--- config.mk ---
export PLATFORM = sky130hd
export DESIGN_NAME = rle_dec_flat
export DESIGN_NICKNAME = d
export VERILOG_FILES = /design/src/rtl/rle_pkg.sv /design/src/rtl/rle_dec_if.sv /design/src/rtl/rle_bit_packer.sv /design/src/rtl/rle_dec.sv /design/src/flat_wrapper.sv
export SDC_FILE = /design/constraint.sdc
export NUM_CORES = 1
export LEC_CHECK = 0
export BUFFER_PORTS_ARGS = -buffer_cell sky130_fd_sc_hd__clkbuf_2
export CORE_ASPECT_RATIO = 0.8
export CORE_MARGIN = 2
export CORE_UTILIZATION = 54
export CTS_CLUSTER_SIZE = 40
export DETAILED_ROUTE_END_ITERATION = 6
export PLACE_DENSITY_LB_ADDON = 0.25
export SLEW_MARGIN = 25
export SYNTH_ARGS = -nofsm -noshare
export SYNTH_HDL_FRONTEND = slang
export SYNTH_SLANG_ARGS = --single-unit
--- constraint.sdc ---
create_clock -name clk -period 6.7 [get_ports clk]
set_input_delay 0.335 -clock clk [delete_from_list [all_inputs] [get_ports clk]]
set_output_delay 0.335 -clock clk [all_outputs]
set_load 0.02 [all_outputs]
--- src/rtl/rle_pkg.sv ---
// Shared widths and FSM encoding for the run-length codec pair (rle_dec / rle_enc).
package rle_pkg;

    localparam int COUNT_W = 23;
    localparam int WORD_W  = 24;
    localparam int BYTE_W  = 8;
    localparam int IDX_W   = 4;

    localparam logic [COUNT_W-1:0] RUN_ONE  = COUNT_W'(1);
    localparam logic [IDX_W-1:0]   IDX_ONE  = IDX_W'(1);
    localparam logic [IDX_W-1:0]   IDX_LAST = IDX_W'(BYTE_W - 1);

    typedef enum logic [2:0] {
        IDLE,
        REQUEST_INPUT,
        WAIT_INPUT,
        READ_INPUT,
        EMIT_BITS,
        REQUEST_OUTPUT,
        WAIT_OUTPUT,
        FLUSH
    } state_t;

endpackage

--- src/rtl/rle_dec_if.sv ---
// FIFO-facing signals of the decoder: input-side read port and output-side write port.
interface rle_dec_if;
    import rle_pkg::*;

    logic                recv_ready;
    logic                send_ready;
    logic [WORD_W-1:0]   in_data;
    logic                end_of_stream;
    logic                rd_req;
    logic                wr_req;
    logic [BYTE_W-1:0]   out_data;

    modport master (
        input  recv_ready, send_ready, in_data, end_of_stream,
        output rd_req, wr_req, out_data
    );

    modport slave (
        output recv_ready, send_ready, in_data, end_of_stream,
        input  rd_req, wr_req, out_data
    );

endinterface

--- src/rtl/rle_bit_packer.sv ---
// Byte assembler: inserts one bit per cycle LSB first; index counts 0..8.
// Single-cycle update; no flow control of its own, the decoder FSM gates i_ins.
module rle_bit_packer
    import rle_pkg::*;
(
    input  logic              clk,
    input  logic              rst,
    input  logic              i_clr,
    input  logic              i_ins,
    input  logic              i_bit,
    output logic [BYTE_W-1:0] o_byte,
    output logic [IDX_W-1:0]  o_idx
);

    logic [BYTE_W-1:0] r_byte;
    logic [IDX_W-1:0]  r_idx;

    // Cleared buffer guarantees zero upper bits on a partial byte.
    always_ff @(posedge clk or posedge rst) begin
        if (rst) begin
            r_byte <= '0;
            r_idx  <= '0;
        end else if (i_clr) begin
            r_byte <= '0;
            r_idx  <= '0;
        end else if (i_ins) begin
            r_byte[r_idx[IDX_W-2:0]] <= i_bit;
            r_idx                    <= r_idx + IDX_ONE;
        end
    end

    assign o_byte = r_byte;
    assign o_idx  = r_idx;

endmodule

--- src/rtl/rle_dec.sv ---
// Run-length decoder: {value,length} words in, LSB-first bytes out via FIFO handshakes.
// 3 cycles per word fetch, 1 cycle per bit, 2 cycles per byte write; stalls while send_ready is low.
module rle_dec
    import rle_pkg::*;
(
    input  logic      clk,
    input  logic      rst,
    rle_dec_if.master bus
);

    state_t              r_state;
    state_t              w_nxt_state;
    logic                r_run_val;
    logic [COUNT_W-1:0]  r_run_rem;
    logic [BYTE_W-1:0]   r_out_data;
    logic                r_flush;

    logic                w_load_word;
    logic                w_emit;
    logic                w_clr;
    logic                w_load_out;
    logic                w_run_clr;
    logic                w_flush_set;
    logic                w_flush_clr;
    logic [BYTE_W-1:0]   w_byte;
    logic [IDX_W-1:0]    w_idx;

    rle_bit_packer u_packer (
        .clk    (clk),
        .rst    (rst),
        .i_clr  (w_clr),
        .i_ins  (w_emit),
        .i_bit  (r_run_val),
        .o_byte (w_byte),
        .o_idx  (w_idx)
    );

    always_ff @(posedge clk or posedge rst) begin
        if (rst) r_state <= IDLE;
        else     r_state <= w_nxt_state;
    end

    always_comb begin
        w_nxt_state = r_state;
        w_load_word = 1'b0;
        w_emit      = 1'b0;
        w_clr       = 1'b0;
        w_load_out  = 1'b0;
        w_run_clr   = 1'b0;
        w_flush_set = 1'b0;
        w_flush_clr = 1'b0;
        case (r_state)
            IDLE: begin
                w_clr       = 1'b1;
                w_run_clr   = 1'b1;
                w_flush_clr = 1'b1;
                w_nxt_state = REQUEST_INPUT;
            end
            REQUEST_INPUT: begin
                if (bus.recv_ready)         w_nxt_state = WAIT_INPUT;
                else if (bus.end_of_stream) w_nxt_state = (w_idx != '0) ? FLUSH : IDLE;
            end
            WAIT_INPUT: w_nxt_state = READ_INPUT;
            READ_INPUT: begin
                w_load_word = 1'b1;
                w_nxt_state = (bus.in_data[COUNT_W-1:0] == '0) ? REQUEST_INPUT : EMIT_BITS;
            end
            EMIT_BITS: begin
                w_emit = 1'b1;
                // A full byte takes precedence over an exhausted run.
                if (w_idx == IDX_LAST)          w_nxt_state = REQUEST_OUTPUT;
                else if (r_run_rem == RUN_ONE)  w_nxt_state = REQUEST_INPUT;
            end
            REQUEST_OUTPUT: begin
                if (bus.send_ready) begin
                    w_load_out  = 1'b1;
                    w_nxt_state = WAIT_OUTPUT;
                end
            end
            WAIT_OUTPUT: begin
                w_clr = 1'b1;
                if (r_flush) begin
                    w_flush_clr = 1'b1;
                    w_nxt_state = IDLE;
                end else begin
                    w_nxt_state = (r_run_rem != '0) ? EMIT_BITS : REQUEST_INPUT;
                end
            end
            FLUSH: begin
                w_flush_set = 1'b1;
                w_nxt_state = REQUEST_OUTPUT;
            end
            default: w_nxt_state = IDLE;
        endcase
    end

    always_ff @(posedge clk or posedge rst) begin
        if (rst) begin
            r_run_val  <= 1'b0;
            r_run_rem  <= '0;
            r_out_data <= '0;
            r_flush    <= 1'b0;
        end else begin
            if (w_run_clr) begin
                r_run_val <= 1'b0;
                r_run_rem <= '0;
            end else if (w_load_word) begin
                r_run_val <= bus.in_data[WORD_W-1];
                r_run_rem <= bus.in_data[COUNT_W-1:0];
            end else if (w_emit) begin
                r_run_rem <= r_run_rem - RUN_ONE;
            end
            if (w_load_out) r_out_data <= w_byte;
            if (w_flush_set)      r_flush <= 1'b1;
            else if (w_flush_clr) r_flush <= 1'b0;
        end
    end

    assign bus.rd_req   = (r_state == WAIT_INPUT);
    assign bus.wr_req   = (r_state == WAIT_OUTPUT);
    assign bus.out_data = r_out_data;

endmodule

--- src/flat_wrapper.sv ---
// flat-port wrapper written by rule: the top's interface ports become plain ports
module rle_dec_flat import rle_pkg::*;
  (clk, rst, bus_recv_ready, bus_send_ready, bus_in_data, bus_end_of_stream, bus_rd_req, bus_wr_req, bus_out_data);
  rle_dec_if bus_i ();
  input  logic clk;
  input  logic rst;
  input wire logic [$bits(bus_i.recv_ready)-1:0] bus_recv_ready;
  input wire logic [$bits(bus_i.send_ready)-1:0] bus_send_ready;
  input wire logic [$bits(bus_i.in_data)-1:0] bus_in_data;
  input wire logic [$bits(bus_i.end_of_stream)-1:0] bus_end_of_stream;
  output wire logic [$bits(bus_i.rd_req)-1:0] bus_rd_req;
  output wire logic [$bits(bus_i.wr_req)-1:0] bus_wr_req;
  output wire logic [$bits(bus_i.out_data)-1:0] bus_out_data;
  assign bus_i.recv_ready = bus_recv_ready;
  assign bus_i.send_ready = bus_send_ready;
  assign bus_i.in_data = bus_in_data;
  assign bus_i.end_of_stream = bus_end_of_stream;
  assign bus_rd_req = bus_i.rd_req;
  assign bus_wr_req = bus_i.wr_req;
  assign bus_out_data = bus_i.out_data;
  rle_dec u_core (.clk(clk), .rst(rst), .bus(bus_i));
endmodule
==> qor.txt, run 1 <==
layout cells sized above 1 -> 0.185
Unique masters post-synth -> 54
CTS tree -> built
CP Class -> reg2reg
Avg Inst Size Synth -> 8.64 sq um
Pwr Density -> 421 nW/um^2
later-pin clock latency in the skew report -> 0.31 ns
clock skew -> 0.00986 ns
first-pass GRT wire length -> 12800 microns
placed cells -> 429
Worst Setup End Kind -> flop
# rows -> 24
max-slew violations -> 0
leakage power -> 1.47 nW
Clock transition at path regs -> 0.10 ns
Max IR drop VDD -> 0.000210 V
Layout area overhead -> 9.66%
Syn Std Cell Area -> 2980 sq um
grt peak-use layer -> met1
Synth top area share -> 0.403
RSZ-0062 raised after global routing -> no
cts hold-fix bufs -> 0
register area -> 1200 sq um
syn nets -> 379
synthesized netlist cell count -> 345
Post-Route WL -> 7840 microns
post-route core utilization -> 0.608
vias in the first global route -> 2555
CP max stage delay -> 0.77 ns
initial antenna violation count -> 0
Inserted Clock Buffers -> 5
grt met1 use -> 0.412
met3 GRT Util -> 0.0638
min Tclk post-route -> 2.88 ns
max_slew headroom -> 0.330
sequential-to-total area share from yosys stat -> 0.403
CTS sink cnt -> 48
width of the die -> 87.1 microns
count of final setup violators -> 0
crit path cell chain -> nor2b_1, nor2_1, or3_2, a32oi_1, o21ai_0
multi-input logic area -> 1610 sq um
hold crit path type -> in2async
drt first pass iters -> 5
final hold viol count -> 0
Main synth FF type -> dfrtp_1
Avg WL per Cell -> 17.9 microns
# diodes -> 0
die height -> 70.5 microns
Post-synth EDFFs -> 0
CTS Buffer Depth -> 2
Setup crit start kind -> flop
largest net degree at the start of global routing -> 49
level count of the clock H-tree -> 2
Yosys top cell by area -> dfrtp_1
Overall Global Routing Usage -> 0.265
worst-path maximum fanout -> 33
Final Instance Count excl. Fillers -> 438
cts repair resizes -> 0
vias post-DR -> 2846
status -> completed
WHS -> 0.130 ns
Max Freq -> 347 MHz
yosys warns -> 0
FF+latch count, synth -> 48
Worst Path Required -> 6.88 ns
Die Area -> 6130 sq um
# Post-CTS Setup Buffers -> 0
CP arrival -> 3.06 ns
crit path max-delay cell type -> dfrtp_1
Area contributors post-synth -> dfrtp_1, nand2_1, nor2_1, a21oi_1, a22oi_1
FILL cells -> 481
maxcap violations -> 0
Port Buffers -> 38
post-route ant nets -> 0
Std-Cell Core Area -> 5380 sq um
TNS Setup -> 0 ns
dpl hpwl -> 5530 microns
Iteration-0 DRC Markers -> 248
vias per cell -> 6.50
DRC -> 0
Final #Nets -> 406
Slew @ Worst Pin -> 1.00 ns
Final period util -> 0.430
GPL Wtd Cong -> 0.917
Synth async-reset ratio -> 1.00
gr ovfl total -> 0
Top Ports -> 39
M2 GR Usage -> 0.359
CTS root buffer -> clkbuf_8
Initial Utilization -> 0.554
==> final cells by class <==
cell class / instances / share of cell area
clock buffer: 6 / 0.0222
clock inverter: 2 / 0.0107
inverter: 14 / 0.0165
multi-input combinational: 262 / 0.493
sequential: 48 / 0.368
tap: 65 / 0.0249
timing repair buffer: 41 / 0.0651
==> routing by layer <==
layer  vias up  part of all wire
met3        17             0.088
met5         -                 0
met2       151              0.43
li1       1332                 -
met4         0             0.015
met1      1346              0.47
==> cells by family (layout without fill, tap and decap cells) <==
family,count (synthesis),count (layout),share of synthesized area
compound gates,101,101,0.237
buf+inv,35,63,0.0567
xor+xnor,2,2,0.00588
mux,13,13,0.0470
simple gates,141,141,0.230
fa+ha+maj,5,5,0.0210
flops,48,48,0.403
==> worst max-delay path, delay by kind of cell (launching register included) <==
| family | cells | cell delay [ns] |
|---|---|---|
| DFF | 1 | 0.77 |
| AOI/OAI and AO/OA | 2 | 0.31 |
| and+or+nand+nor | 3 | 1.67 |
==> report_power, final <==
| part | total [mW] | switching, mW | internal, mW | leakage, nW |
|---|---|---|---|---|
| combinational | 0.664 | 0.417 | 0.246 | 0.765 |
| sequential | 0.500 | 0.136 | 0.364 | 0.647 |
| clock | 0.213 | 0.103 | 0.111 | 0.0552 |
| total | 1.38 | 0.656 | 0.721 | 1.47 |
==> state kept, by name, summed over array words and instances, names as in the netlist <==
name                    cells
u_core.r_run_val            1
u_core.r_run_rem           23
u_core.u_packer.o_byte      8
u_core.u_packer.o_idx       4
u_core.r_flush              1
u_core.bus.out_data         8
u_core.r_state              3
==> worst paths after layout <==
kind	startpoint	endpoint	slack [ns]	cells after the start
max	u_core.r_state[2]$_DFFE_PP0P_	u_core.r_run_rem[12]$_DFFE_PP0P_	3.82	5
min	rst	u_core.r_run_rem[18]$_DFFE_PP0P_	0.13	2
max reg2reg	u_core.r_state[2]$_DFFE_PP0P_	u_core.r_run_rem[12]$_DFFE_PP0P_	3.82	5
min reg2reg	u_core.bus.out_data[5]$_DFFE_PP0P_	u_core.bus.out_data[5]$_DFFE_PP0P_	0.51	1
max in group asynchronous	rst	u_core.r_state[1]$_DFFE_PP0P_	6.02	2
min in group clk	bus_in_data[8]	u_core.r_run_rem[8]$_DFFE_PP0P_	0.24	2
==> through the flow <==
stage	cell area (sq um)	power, mW	setup WS, ns
5_1_grt	3270	1.47	3.64
4_1_cts	3260	1.35	3.76
3_3_place_gp	3150	1.12	3.92
2_1_floorplan	2980	0.988	4.36
3_5_place_dp	3150	1.14	3.78
6_report	3270	1.38	3.82
==> cell usage in the layout (no fill, tap or decap), drive strengths merged, types with 2 or more instances in the layout <==
master / instances
or3b: 2
a22o: 3
o221ai: 2
nand2: 48
nand4: 2
o21bai: 2
clkbuf: 45
nand2b: 2
a21oi: 21
nor2b: 5
buf: 2
a22oi: 14
nand3: 9
a31oi: 3
nor4: 11
dfrtp: 48
o211ai: 4
inv: 12
mux2: 8
o311ai: 4
a21o: 2
or4: 3
mux2i: 5
a221o: 6
nor2: 32
and3: 3
o21ai: 20
or3: 3
a41oi: 3
o31ai: 3
clkinv: 3
ha: 5
nor3: 16
a32oi: 6
==> cells in the mapped netlist, drive strengths merged (2+ instances only) <==
master / number
a21o: 2
ha: 5
o211ai: 4
dfrtp: 48
o21ai: 20
or3: 3
nand2: 48
o311ai: 4
nor3: 16
a32oi: 6
nand4: 2
and3: 3
nor2b: 5
o21bai: 2
a31oi: 3
a22oi: 14
or3b: 2
a22o: 3
a41oi: 3
nor2: 32
a221o: 6
inv: 13
nand3: 9
a21oi: 21
nand2b: 2
o221ai: 2
nor4: 11
mux2i: 5
buf: 4
clkbuf: 16
or4: 3
o31ai: 3
mux2: 8
Power figures use the tool's default switching activity.
==> run 2, diff against run 1 <==
--- a/config.mk
+++ b/config.mk
@@ -5,6 +5,7 @@
 export SDC_FILE = /design/constraint.sdc
 export NUM_CORES = 1
 export LEC_CHECK = 0
+export ABC_AREA = 1
 export BUFFER_PORTS_ARGS = -buffer_cell sky130_fd_sc_hd__clkbuf_2
 export CORE_ASPECT_RATIO = 0.8
 export CORE_MARGIN = 2
==> constraint.sdc (replaced) <==
create_clock -name clk -period 2.7 [get_ports clk]
set_input_delay 0.135 -clock clk [delete_from_list [all_inputs] [get_ports clk]]
set_output_delay 0.135 -clock clk [all_outputs]
set_load 0.02 [all_outputs]
==> qor.txt, run 2 <==
CTS root buffer -> clkbuf_8
synthesized netlist cell count -> 467 (+35%)
post-route core utilization -> 0.628 (+0.0200)
Post-synth EDFFs -> 0 (unchanged)
Overall Global Routing Usage -> 0.257 (-0.00874)
CTS Buffer Depth -> 2 (unchanged)
WHS -> -0.0691 ns (-0.199 ns)
Psw -> 1.93 mW (+190%)
level count of the clock H-tree -> 2 (unchanged)
switching power share of the total -> 0.507 (+0.0304)
die height -> 71.8 microns (+1.9%)
width of the die -> 88.7 microns (+1.9%)
max-slew violations -> 0 (unchanged)
Unique masters post-synth -> 33 (-39%)
initial antenna violation count -> 0 (unchanged)
DRC -> 0 (unchanged)
Post-Route WL -> 7620 microns (-2.7%)
Initial Utilization -> 0.564 (+0.00974)
Worst Path Required -> 2.94 ns (-3.94 ns)
later-pin clock latency in the skew report -> 0.31 ns (about the same)
Clock transition at path regs -> 0.10 ns (about the same)
# Post-CTS Setup Buffers -> 0 (unchanged)
Iteration-0 DRC Markers -> 284 (+15%)
commonest non-fill, non-tap cell in the layout -> nand2_1
commonest non-fill, non-tap cells in the layout -> nand2_1, nor2_1, inv_1, dfrtp_1, nand3_1
Avg Inst Size Synth -> 6.64 sq um (-23%)
first-pass GRT wire length -> 12700 microns (-0.33%)
failing checks -> hold timing
Max Freq -> 502 MHz (+45%)
RSZ-0062 raised after global routing -> no
Std-Cell Core Area -> 5500 sq um (+2.2%)
Pint -> 1.88 mW (+160%)
register area -> 1200 sq um (-0.10%)
vias in the first global route -> 2749 (+7.6%)
Max IR drop VDD -> 0.000694 V (+230%)
CTS tree -> built
gr ovfl total -> 0 (unchanged)
cts hold-fix bufs -> 0 (unchanged)
Die Area -> 6370 sq um (+3.8%)
yosys warns -> 0 (unchanged)
FILL cells -> 533 (+11%)
Synth async-reset ratio -> 1.00 (unchanged)
Pwr Density -> 1110 nW/um^2 (+160%)
Layout area overhead -> 11.3%
Finished Cell Area -> 3450 sq um (+5.6%)
layout cells sized above 1 -> 0.123 (-0.0617)
fin worst setup slack -> 0.709 ns (-3.11 ns)
Synth top area share -> 0.387 (-0.0156)
hold crit path type -> in2async
Final period util -> 0.738 (+0.308)
syn nets -> 501 (+32%)
Worst Setup End Kind -> flop
FF+latch count, synth -> 48 (unchanged)
CP Class -> reg2reg
vias post-DR -> 3144 (+10%)
status -> complete, but fails checks
power share of the clock group -> 0.145 (-0.010)
Yosys top cell by area -> dfrtp_1
Top Ports -> 39 (unchanged)
final hold viol count -> 48 (+48)
CP arrival -> 2.23 ns (-0.83 ns)
top-count cell post-synth -> nand2_1
combinational share of power -> 0.547 (+0.065)
sequential-to-total area share from yosys stat -> 0.387 (-0.0156)
post-route ant nets -> 0 (unchanged)
R2R setup slack -> 0.71 ns (-3.11 ns)
worst-path maximum fanout -> 37 (+12%)
DP Worst Slack -> 0.747 ns (-3.03 ns)
vias per cell -> 5.41 (-17%)
cts repair resizes -> 0 (unchanged)
GPL Wtd Cong -> 0.946 (+3.1%)
Final Instance Count excl. Fillers -> 581 (+33%)
total chip power -> 3.81 mW (+180%)
Main synth FF type -> dfrtp_1
placed cells -> 573 (+34%)
leakage power -> 1.84 nW (+25%)
TNS Setup -> 0 ns (unchanged)
Inserted Clock Buffers -> 5 (unchanged)
max FFs per register -> 23 (unchanged)
clock skew -> 0.00859 ns (-0.00127 ns)
# rows -> 24 (unchanged)
Area contributors post-synth -> dfrtp_1, nand2_1, nor2_1, nand3_1, inv_1
share of total power in sequential cells -> 0.308 (-0.055)
Final #Nets -> 536 (+32%)
Port Buffers -> 38 (unchanged)
Slew @ Worst Pin -> 0.841 ns (-0.164 ns)
Setup crit start kind -> flop
# diodes -> 0 (unchanged)
dpl hpwl -> 5610 microns (+1.5%)
CTS sink cnt -> 48 (unchanged)
synth cell count leaders -> nand2_1, nor2_1, inv_1, dfrtp_1, nand3_1
Top reg by flops -> u_core.r_run_rem
Syn Std Cell Area -> 3100 sq um (+4.0%)
Post-DP Area -> 3330 sq um (+5.8%)
max_slew headroom -> 0.439 (+0.109)
min Tclk post-route -> 1.99 ns (-0.888 ns)
maxcap violations -> 0 (unchanged)
multi-input logic area -> 1630 sq um (+1.4%)
drt first pass iters -> 5 (unchanged)
Avg WL per Cell -> 13.1 microns (-27%)
count of final setup violators -> 0 (unchanged)
largest net degree at the start of global routing -> 49 (unchanged)
-- run 2: cell count changes in the layout (fill, tap and decap cells not counted), sizes merged, moves of 9 or more --
cell,change
nor2,+66
nor3,-13
a21oi,-9
nand3,+30
nand2,+81
a22oi,-13
o21ai,+19
inv,+42
nor4,-11
-- run 2: area by class of cell --
type / count / area share
Clock inverter: 3 / 0.0134
Inverter: 56 / 0.0620
Tap cell: 78 / 0.0283
Timing Repair Buffer: 38 / 0.0551
Clock buffer: 5 / 0.0199
Sequential cell: 48 / 0.348
Multi-Input combinational cell: 353 / 0.473
-- run 2: final timing paths --
kind                                                         start                                 end  depth (start not counted)
worst max-delay path                 u_core.r_state[1]$_DFFE_PP0P_     u_core.r_run_rem[8]$_DFFE_PP0P_                          8
worst min-delay path                                           rst    u_core.r_run_rem[12]$_DFFE_PP0P_                          2
worst max register to register       u_core.r_state[1]$_DFFE_PP0P_     u_core.r_run_rem[8]$_DFFE_PP0P_                          8
worst min register to register  u_core.bus.out_data[5]$_DFFE_PP0P_  u_core.bus.out_data[5]$_DFFE_PP0P_                          2
max in group asynchronous                                      rst     u_core.r_run_rem[8]$_DFFE_PP0P_                          2
min in group clk                                   bus_in_data[23]        u_core.r_run_val$_DFFE_PP0P_                          3
-- run 2: kinds of logic (layout without fill, tap and decap cells) --
family,count (synthesis),in the layout,share of synthesized area
buffers and inverters,66,102,0.0860
multiplexers,3,3,0.0109
AND/OR/NAND/NOR,278,278,0.375
AO/OA/AOI/OAI,63,63,0.109
XOR/XNOR,4,4,0.0113
flip-flops,48,48,0.387
adder cells (fa/ha/maj),5,5,0.0202
-- run 2: power by group through the flow --
stage	combinational, mW	clock [mW]	sequential, mW
2_1_floorplan	1.63	0	1.15
3_3_place_gp	2.00	0	1.18
3_5_place_dp	2.05	0	1.18
4_1_cts	2.07	0.559	1.17
5_1_grt	2.40	0.583	1.20
6_report	2.09	0.552	1.17
-- run 2: worst max-delay path, cell delays in order (launching register included) --
cell	delay [ns]
dfrtp_1	0.45
nand2_2	0.09
nor2_4	0.32
inv_4	0.24
nand2_8	0.15
nand2_2	0.26
inv_2	0.18
o21ai_1	0.08
o22ai_1	0.13
-- run 2: layer usage --
layer / GRT usage / vias to the layer above / wire (microns)
li1: - / 1557 / -
met1: 0.389 / 1428 / 3620
met2: 0.383 / 148 / 3340
met3: 0.0392 / 11 / 583
met4: 0.0673 / 0 / 82
met5: 0 / - / 0
